**config.mk**
```make
export PLATFORM = sky130hd
export DESIGN_NAME = led_show_ctrl
export DESIGN_NICKNAME = d
export VERILOG_FILES = /design/src/rtl/led_show_pkg.sv /design/src/rtl/button_debounce.sv /design/src/rtl/led_show_ctrl.sv
export SDC_FILE = /design/constraint.sdc
export NUM_CORES = 1
export LEC_CHECK = 0
export BUFFER_PORTS_ARGS = -buffer_cell sky130_fd_sc_hd__buf_2
export CAP_MARGIN = 20
export CELL_PAD_IN_SITES_DETAIL_PLACEMENT = 0
export CELL_PAD_IN_SITES_GLOBAL_PLACEMENT = 1
export CORE_UTILIZATION = 42
export DETAILED_ROUTE_END_ITERATION = 10
export PLACE_DENSITY = 0.77
export SLEW_MARGIN = 20
export SYNTH_ARGS = -nofsm -noshare
export SYNTH_HDL_FRONTEND = slang
export SYNTH_SLANG_ARGS = --single-unit
```
**constraint.sdc**
```tcl
create_clock -name clk -period 3.35 [get_ports clk]
set_input_delay 0.1675 -clock clk [delete_from_list [all_inputs] [get_ports clk]]
set_output_delay 0.1675 -clock clk [all_outputs]
set_load 0.02 [all_outputs]
```
**src/rtl/led_show_pkg.sv**
```systemverilog
// led_show_pkg: mode codes, colours, fade constants and the VU bar-length helper.
package led_show_pkg;
  localparam logic [1:0] MODE_OFF   = 2'd0;
  localparam logic [1:0] MODE_VU    = 2'd1;
  localparam logic [1:0] MODE_CHASE = 2'd2;
  localparam logic [1:0] MODE_FADE  = 2'd3;
  localparam logic [23:0] C_GREEN  = 24'h00FC00;
  localparam logic [23:0] C_YELLOW = 24'hFCFC00;
  localparam logic [23:0] C_RED    = 24'hFC0000;
  localparam logic [23:0] C_WHITE  = 24'hFFFFFF;
  localparam logic [23:0] C_DIM    = 24'h202020;
  localparam logic [7:0] FADE_STEP = 8'd4;
  localparam logic [7:0] FADE_MAX  = 8'd252;
  // Number of lit LEDs for a level: (level*n)>>8 on a 24-bit product.
  function automatic logic [15:0] lit_of(input logic [7:0] l, input logic [15:0] n);
    logic [23:0] p;
    p = {16'd0, l} * {8'd0, n};
    return 16'(p >> 8);
  endfunction
endpackage

```
**src/rtl/button_debounce.sv**
```systemverilog
// button_debounce: 2-FF synchroniser plus stable-time filter; one-cycle pulse per debounced press.
module button_debounce #(
  parameter int DEBOUNCE_CYCLES = 500000
) (
  input  logic clk,
  input  logic reset_n,
  input  logic button,
  output logic press
);
  localparam int CW = $clog2(DEBOUNCE_CYCLES + 1);
  logic s0, s1, stable;
  logic [CW-1:0] cnt;
  always_ff @(posedge clk or negedge reset_n) begin
    if (!reset_n) begin
      s0     <= 1'b0;
      s1     <= 1'b0;
      stable <= 1'b0;
      cnt    <= '0;
      press  <= 1'b0;
    end else begin
      s0    <= button;
      s1    <= s0;
      press <= 1'b0;
      if (s1 == stable) cnt <= '0;
      else if (cnt == CW'(DEBOUNCE_CYCLES - 1)) begin
        cnt    <= '0;
        stable <= s1;
        press  <= s1;
      end else cnt <= cnt + 1'b1;
    end
  end
endmodule

```
**src/rtl/led_show_ctrl.sv**
```systemverilog
// led_show_ctrl: per-pixel RGB source for the LED tape driver, frame-synchronous mode/level updates.
module led_show_ctrl
  import led_show_pkg::*;
#(
  parameter int NUM_LEDS        = 160,
  parameter int DEBOUNCE_CYCLES = 500000,
  parameter int CHASE_DIV       = 2,
  parameter int PEAK_DECAY      = 4
) (
  input  logic        clk,
  input  logic        reset_n,
  input  logic        button,
  input  logic [7:0]  level,
  input  logic        tape_req,
  input  logic [15:0] tape_num,
  input  logic        tape_sync,
  output logic [23:0] rgb,
  output logic [1:0]  mode
);
  localparam logic [15:0] N16  = 16'(NUM_LEDS);
  localparam logic [15:0] HALF = 16'(NUM_LEDS / 2);
  localparam logic [15:0] TQ   = 16'(3 * NUM_LEDS / 4);
  logic press, prev_sync, fade_dir, fb, chase_step;
  logic [1:0] pend, pend_nxt;
  logic [7:0] lvl, fade, fade_nxt;
  logic [15:0] peak, pos, prv, frame, frame_nxt, dec_cnt, lit, lit_new;
  logic [23:0] vu_pix, ch_pix, fd_pix, pix;
  button_debounce #(.DEBOUNCE_CYCLES(DEBOUNCE_CYCLES)) u_db (
    .clk(clk), .reset_n(reset_n), .button(button), .press(press)
  );
  // Frame boundary: first sync request following a non-sync request.
  assign fb         = tape_req & tape_sync & ~prev_sync;
  assign pend_nxt   = press ? pend + 2'd1 : pend;
  assign frame_nxt  = frame + 16'd1;
  assign chase_step = (frame_nxt % 16'(CHASE_DIV)) == 16'd0;
  assign fade_nxt   = fade_dir ? fade - FADE_STEP : fade + FADE_STEP;
  assign lit        = lit_of(lvl, N16);
  assign lit_new    = lit_of(level, N16);
  assign prv        = (pos == 16'd0) ? N16 - 16'd1 : pos - 16'd1;
  always_comb begin
    vu_pix = (peak != 16'd0 && tape_num == peak - 16'd1) ? C_WHITE :
             (tape_num >= lit) ? 24'd0 :
             (tape_num < HALF) ? C_GREEN :
             (tape_num < TQ)   ? C_YELLOW : C_RED;
    ch_pix = (tape_num == pos) ? C_WHITE : (tape_num == prv) ? C_DIM : 24'd0;
    fd_pix = {fade, 8'd0, FADE_MAX - fade};
    pix    = (tape_sync || tape_num >= N16) ? 24'd0 :
             (mode == MODE_VU)    ? vu_pix :
             (mode == MODE_CHASE) ? ch_pix :
             (mode == MODE_FADE)  ? fd_pix : 24'd0;
  end
  always_ff @(posedge clk or negedge reset_n) begin
    if (!reset_n) begin
      rgb       <= '0;
      mode      <= MODE_OFF;
      pend      <= MODE_OFF;
      prev_sync <= 1'b0;
      lvl       <= '0;
      peak      <= '0;
      pos       <= '0;
      frame     <= '0;
      dec_cnt   <= '0;
      fade      <= '0;
      fade_dir  <= 1'b0;
    end else begin
      pend <= pend_nxt;
      if (tape_req) begin
        rgb       <= pix;
        prev_sync <= tape_sync;
      end
      if (fb) begin
        mode  <= pend_nxt;
        lvl   <= level;
        frame <= frame_nxt;
        if (chase_step) pos <= (pos == N16 - 16'd1) ? 16'd0 : pos + 16'd1;
        if (lit_new > peak) begin
          peak    <= lit_new;
          dec_cnt <= '0;
        end else if (dec_cnt == 16'(PEAK_DECAY - 1)) begin
          dec_cnt <= '0;
          peak    <= (peak == 16'd0) ? peak : peak - 16'd1;
        end else dec_cnt <= dec_cnt + 16'd1;
        fade <= fade_nxt;
        if (fade_nxt == FADE_MAX) fade_dir <= 1'b1;
        else if (fade_nxt == 8'd0) fade_dir <= 1'b0;
      end
    end
  end
endmodule
```
Word-level counts from Yosys, hierarchy flattened --
Index checks and enable logic that the tools add are counted.
Word-level totals: flip-flop bits (word level) 133, latch bits 0, bits in writable memories 0, ROM bits 0, input port bits 29, output and inout bits 26, logic and storage cells 87, memories 0
Operators by class: add/sub/neg operators 10, multipliers 2, div/mod/pow operators 0, order comparisons 5, eq/ne operators 12, shift-type cells 0, mux-type cells 25, bitwise gates (word level) 4, reduce and logical (&&, ||, !) cells 13
Operators by type and width (number):
- 24-bit 2-to-1 mux | 8
- 16-bit 2-to-1 mux | 8
- 16-bit by 1-bit adder with 16-bit output, second input constant | 3
- 16-bit == test | 3
- 16-bit logical NOT | 3
- 19-bit 2-to-1 mux | 2
- 16-bit by 7-bit < comparator with 1-bit output, second input constant | 2
- 16-bit by 1-bit subtractor with 16-bit output, second input constant | 2
- 8-bit by 3-bit multiplier with 11-bit output, second input constant | 2
- 22-bit 2-to-1 mux | 1
- 19-bit by 1-bit adder with 19-bit output, second input constant | 1
- 19-bit == test, second input constant | 1
- 16-bit by 2-bit == test with 1-bit output, second input constant | 1
- 16-bit by 8-bit == test with 1-bit output, second input constant | 1
- 16-bit by 8-bit >= comparator with 1-bit output | 1
- 16-bit by 8-bit >= comparator with 1-bit output, second input constant | 1
- 8-bit by 16-bit > comparator with 1-bit output | 1
- 16-bit nonzero test | 1
- 8-bit by 3-bit adder with 8-bit output, second input constant | 1
- 8-bit == test, second input constant | 1
- 8-bit logical NOT | 1
- 8-bit 2-to-1 mux | 1
- 8-bit by 3-bit subtractor with 8-bit output, second input constant | 1
- 8-bit subtractor, first input constant | 1
- other kinds (14) | 23

Longest topological paths before layout --
word-level depth 8, gate-level depth with buffers 19, depth with buffers taken out 17

Modules after synthesis --
From an unflattened synthesis, not the netlist that was laid out.
Second synthesis, totals: cells, all modules 899, area, all modules 7704.9 sq um
Modules (own cells, without submodules):
- led_show_ctrl | instances 1, cells each 789, area an instance 6586.3 sq um, seq. area each 2102.0 sq um
- button_debounce | instances 1, cells each 110, area an instance 1118.6 sq um, seq. area each 575.6 sq um

Least setup slack after synthesis --
OpenSTA, ideal clock, no wires.
path type input to register, start input port level[1], end register peak[12], setup time 133 ps, data arrival time 3532 ps, data required time 3217 ps, slack -315 ps, stages on the path 19, buffers on the path 2, cell sequence ha_1 ha_1 inv_1 fa_1 inv_1 a21oi_1 o21bai_1 a21o_1 a21oi_1 xnor2_1 ha_1 and4_1 o21ai_0 a221oi_1 clkbuf_1 buf_1 nor2_1 o21ai_0 o41ai_1
On the way: cells in the longest elaborated chain, start to end 4, elaborated cells between the ends (all ways) 6, those cells by class mul: 1; order compare: 1; eq/ne: 1; mux: 1; reduce/logical: 2
Ends and longest elaborated chain:
- start: declaration | RTL line led_show_ctrl.sv:13 | input logic [7:0] level,
- 8-bit by 3-bit multiplier with 11-bit output * | RTL line led_show_pkg.sv:17 | p = {16'd0, l} * {8'd0, n};
- 8-bit by 16-bit > comparator with 1-bit output * | RTL line led_show_ctrl.sv:76 | if (lit_new > peak) begin
- 2-bit != test (no source line) or 2-bit nonzero test (tied branches)
- 3-bit AND reduction (no source line)
- end signal: assignment | RTL line led_show_ctrl.sv:77 | peak <= lit_new;
- end signal: assignment | RTL line led_show_ctrl.sv:81 | peak <= (peak == 16'd0) ? peak : peak - 16'd1;
- end: declaration | RTL line led_show_ctrl.sv:26 | logic [15:0] peak, pos, prv, frame, frame_nxt, dec_cnt, lit, lit_new;
Mark *: on every way between the ends. The rest lies on a longest branch, timed or not. A chain may end at the register's enable or synchronous reset.

Worst setup path in the final report --
start register lvl[3], end register rgb[20]
On the way: cells in the longest elaborated chain, start to end 6
Ends and longest elaborated chain:
- start: declaration | RTL line led_show_ctrl.sv:25 | logic [7:0] lvl, fade, fade_nxt;
- start signal: assignment | RTL line led_show_ctrl.sv:73 | lvl <= level;
- 8-bit by 3-bit multiplier with 11-bit output | RTL line led_show_pkg.sv:17
- 16-bit by 8-bit >= comparator with 1-bit output | RTL line led_show_ctrl.sv:42 | (tape_num >= lit) ? 24'd0 :
- 24-bit 2-to-1 mux | RTL line led_show_ctrl.sv:42
- 24-bit 2-to-1 mux | RTL line led_show_ctrl.sv:41 | vu_pix = (peak != 16'd0 && tape_num == peak - 16'd1) ? C_WHITE :
- 24-bit 2-to-1 mux | RTL line led_show_ctrl.sv:48 | (mode == MODE_VU) ? vu_pix :
- 24-bit 2-to-1 mux | RTL line led_show_ctrl.sv:47 | pix = (tape_sync || tape_num >= N16) ? 24'd0 :
- end signal: assignment | RTL line led_show_ctrl.sv:68 | rgb <= pix;
- end: declaration | RTL line led_show_ctrl.sv:17 | output logic [23:0] rgb,
Every way passes these cells.

==> flow_summary.yaml <==
power_and_ir_drop:
  power.leakage_nw: 4.23
  power_frac_seq_pct: 28.9
  combPwrFrac_pct: 50.8
  p_per_area_nw_per_um2: 623
  clkPwrFrac_pct: 20.3
  ir_worst_vdd_mv: 0.310
  total_power_mw: 5.70
  internal-power_mw: 3.32
  p_sw_mw: 2.38
  p_sw_share_pct: 41.7
yosys:
  synth_top_area_share_pct: 34.8
  synth_ff_type: "dfrtp_1"
  synth-seq-cells: 107
  synth_edf_count: 0
  synthArstFlopShare_pct: 100
  syn_area_um2: 7700
  syn-num-nets: 980
  yosys-top-cells-area: "dfrtp_1 35%, ha_1 8.1%, xor2_1 6.4%, xnor2_1 5.9%, nor2_1 5.0%"
  yosys.cell_types.count: 61
  avgSynthCellArea_um2: 8.58
  postSynthCellCount: 898
  yosysTopAreaCell: "dfrtp_1"
  yosys_warnings: 0
  ys_seq_area_share_pct: 34.8
cts:
  path_clk_slew_ns: 0.09
  htree_levels: 3
  clockBufferDepth: 2
  cts_buffers: 9
  cts_tree: "done"
  cts_root_buffer: "clkbuf_16"
  cts_sinks: 107
  insertion_delay_ns: 0.37
floorplanning:
  core.rowCount: 49
  dieArea_um2: 18900
  fp.dieH_um: 137
  core_um2: 18000
  initial_core_util_pct: 42.9
  ios: 55
  dieWidth_um: 137
flow_run:
  drv_cap: 0
final_layout:
  synthToLayoutAreaGrowth_pct: 18.7
  fin_nets: 1065
  drive_gt1_share_pct: 20.3
  fin_util_pct: 50.9
timing:
  finalClockSkew_ns: 0.0132
  maxSlewViolCount: 0
  min_period_ns: 3.27
  max_freq_mhz: 305
  relSlewSlack_pct: 52.9
  finalSetupTns_ns: 0
  finalHoldViolCount: 0
  timing_worst_slew_pin_value_ns: 0.707
  setup_slack_ns: 0.0764
  setup_violations: 0
  min_period_over_period_pct: 97.7
  rsz0062_at_grt: "true"
setup_path:
  critPathMaxFanout: 6
  startpoint_type: "flop"
  cpPeakStageDelay_ns: 0.39
  r2r_cells: 15
  critPathLaunch: "lvl[3]"
  crit_arrival_ns: 3.57
  slowest_stage: "dfrtp_1"
  crit_chain: "ha_1 > ha_2 > fa_2 > a21oi_2 > nor2_1 > nor2_2 > xnor2_1 > ha_1 > a21oi_2 > nor2b_1 > o31a_1 > o21ai_2 > nand2_1 > o31a_4 > o2bb2ai_1"
  required_ns: 3.65
  reg2reg_to: "rgb[20]"
  rrSetupSlack_ns: 0.08
  path_class: "reg -> reg"
  r2r_start: "lvl[3]"
  cp-end-kind: "flop"
detailed_routing:
  totalWireLength_mm: 19.4
  vias_per_cell: 5.44
  wl_per_cell_um: 15.9
  via_count: 6631
  final_antenna_net_count: 0
  dr.pass1.iters: 5
  drt_iter0_drc: 472
  drc: 0
min_path:
  min_path_cells: 3
  whs_endpoint: "lvl[0]"
  hold_start: "level[0]"
  hp-class: "in -> reg"
place:
  io_buffer_count: 54
  dp_hpwl_mm: 14.6
  gp_congestion: 0.812
  dpl_worst_slack_ns: -0.254
global_route:
  grtUsageTotal_pct: 21.1
  grt_max_degree: 54
  grt_pass1_vias: 6285
  gr-total-overflow: 0
  grt_pass1_wl_mm: 31.1
  antenna_found_initial: 3
outcome:
  status: "finished, final reports clean"
==> flip-flops by register name, indices dropped and copies added (netlist names), 2 cells and up <==
name and count:
lvl 8, fade 6, rgb 15, peak 16, mode 2, dec_cnt 16, u_db.cnt 19, pos 16
pend 2
==> timing repair <==
item / CTS / global route
resized for setup: 8 / 28
endpoints found under the setup margin: 8 / 35
buffers inserted: 1 / 5
pin swaps: 8 / 17
hold endpoints to repair: 51 / 0
hold buffers: 2 / 0
==> cell families after synthesis <==
kind of cell	synth area share, %
buf+inv	5.67
flops	34.8
compound gates	15.3
fa+ha+maj	8.90
xor+xnor	12.3
mux	0.682
simple gates	22.4
==> Yosys cell counts (all sizes together) (3+ instances only) <==
cell type,count
or4,5
nor4b,6
o31ai,5
nor2,103
o31a,4
nand3,29
a31oi,7
or3,3
mux2i,3
nand3b,5
xor2,56
a221oi,3
buf,19
o211ai,4
a22oi,3
xnor2,52
nor4,14
o2bb2ai,12
o21ai,47
nand4,25
ha,50
fa,3
o41ai,4
clkbuf,47
and3,13
dfrtp,107
a21o,11
and2,4
nand2,83
nor3b,3
a2bb2oi,5
o21a,5
nor2b,8
or2,3
nor3,19
a2111oi,4
inv,36
o2111ai,4
a21oi,41
nand2b,12
o21bai,6
and4,7
==> placed cells by master (no fill, tap or decap), drive strengths merged, types with 9 or more instances in the layout <==
cell,count
nor4,14
nand3,29
buf,138
inv,42
dfrtp,107
xnor2,52
a21oi,41
nand4,25
o2bb2ai,12
and3,13
a21o,11
clkbuf,9
xor2,56
ha,50
nor3,19
nand2,83
o21ai,47
nand2b,12
nor2,103
==> stage by stage <==
step                      cells  cell area, µm²  hold slack (ns)
final                      1220            9140           0.0285
after global routing       1220            9140           0.0689
after CTS                  1212            8970           0.0269
after detailed placement   1193            8590            0.272
after global placement     1193            8590            0.271
after floorplan             898            7740           -0.128
==> critical path: cells and delay by family, from the launching register on <==
| family | cells | cell delay (ns) |
|---|---|---|
| flops | 1 | 0.39 |
| fa+ha+maj | 4 | 1.13 |
| compound gates | 6 | 1.19 |
| xor+xnor | 1 | 0.14 |
| simple gates | 4 | 0.35 |
==> cell type report <==
class	count	area, µm²
Antenna cell	3	7.51
Clock buffer	9	225
Clock inverter	7	98.8
Fill cell	1730	8820
Inverter	36	135
Multi-Input combinational cell	689	4790
Sequential cell	107	2680
Tap cell	229	287
Timing Repair Buffer	140	927
==> power groups by stage <==
stage / clock, mW / sequential (mW) / combinational, mW
floorplan: 0 / 1.59 / 1.91
global placement: 0 / 1.66 / 2.73
detailed placement: 0 / 1.66 / 2.75
CTS: 1.19 / 1.64 / 2.79
global route: 1.23 / 1.67 / 3.23
finish: 1.16 / 1.65 / 2.90
==> how the worst max path moves through the flow <==
| stage | end | slack (ns) | depth (start not counted) |
|---|---|---|---|
| 2_1_floorplan | peak[15] | -0.03 | 18 |
| 5_1_grt | rgb[21] | -0.07 | 15 |
| 3_5_place_dp | peak[15] | -0.25 | 16 |
| 6_report | rgb[20] | 0.08 | 15 |
| 3_3_place_gp | peak[10] | -0.18 | 16 |
| 4_1_cts | rgb[22] | 0.006 | 15 |
==> routing by layer <==
layer  global-route usage, %  vias to the layer above  part of all wire [%]
met1                    28.1                     3166                    46
met5                       0                        -                     0
met3                    2.72                       25                   3.8
met2                    35.0                      128                    48
met4                    7.45                        0                   1.8
li1                        -                     3312                     -
(Power assumes the default switching activity.)
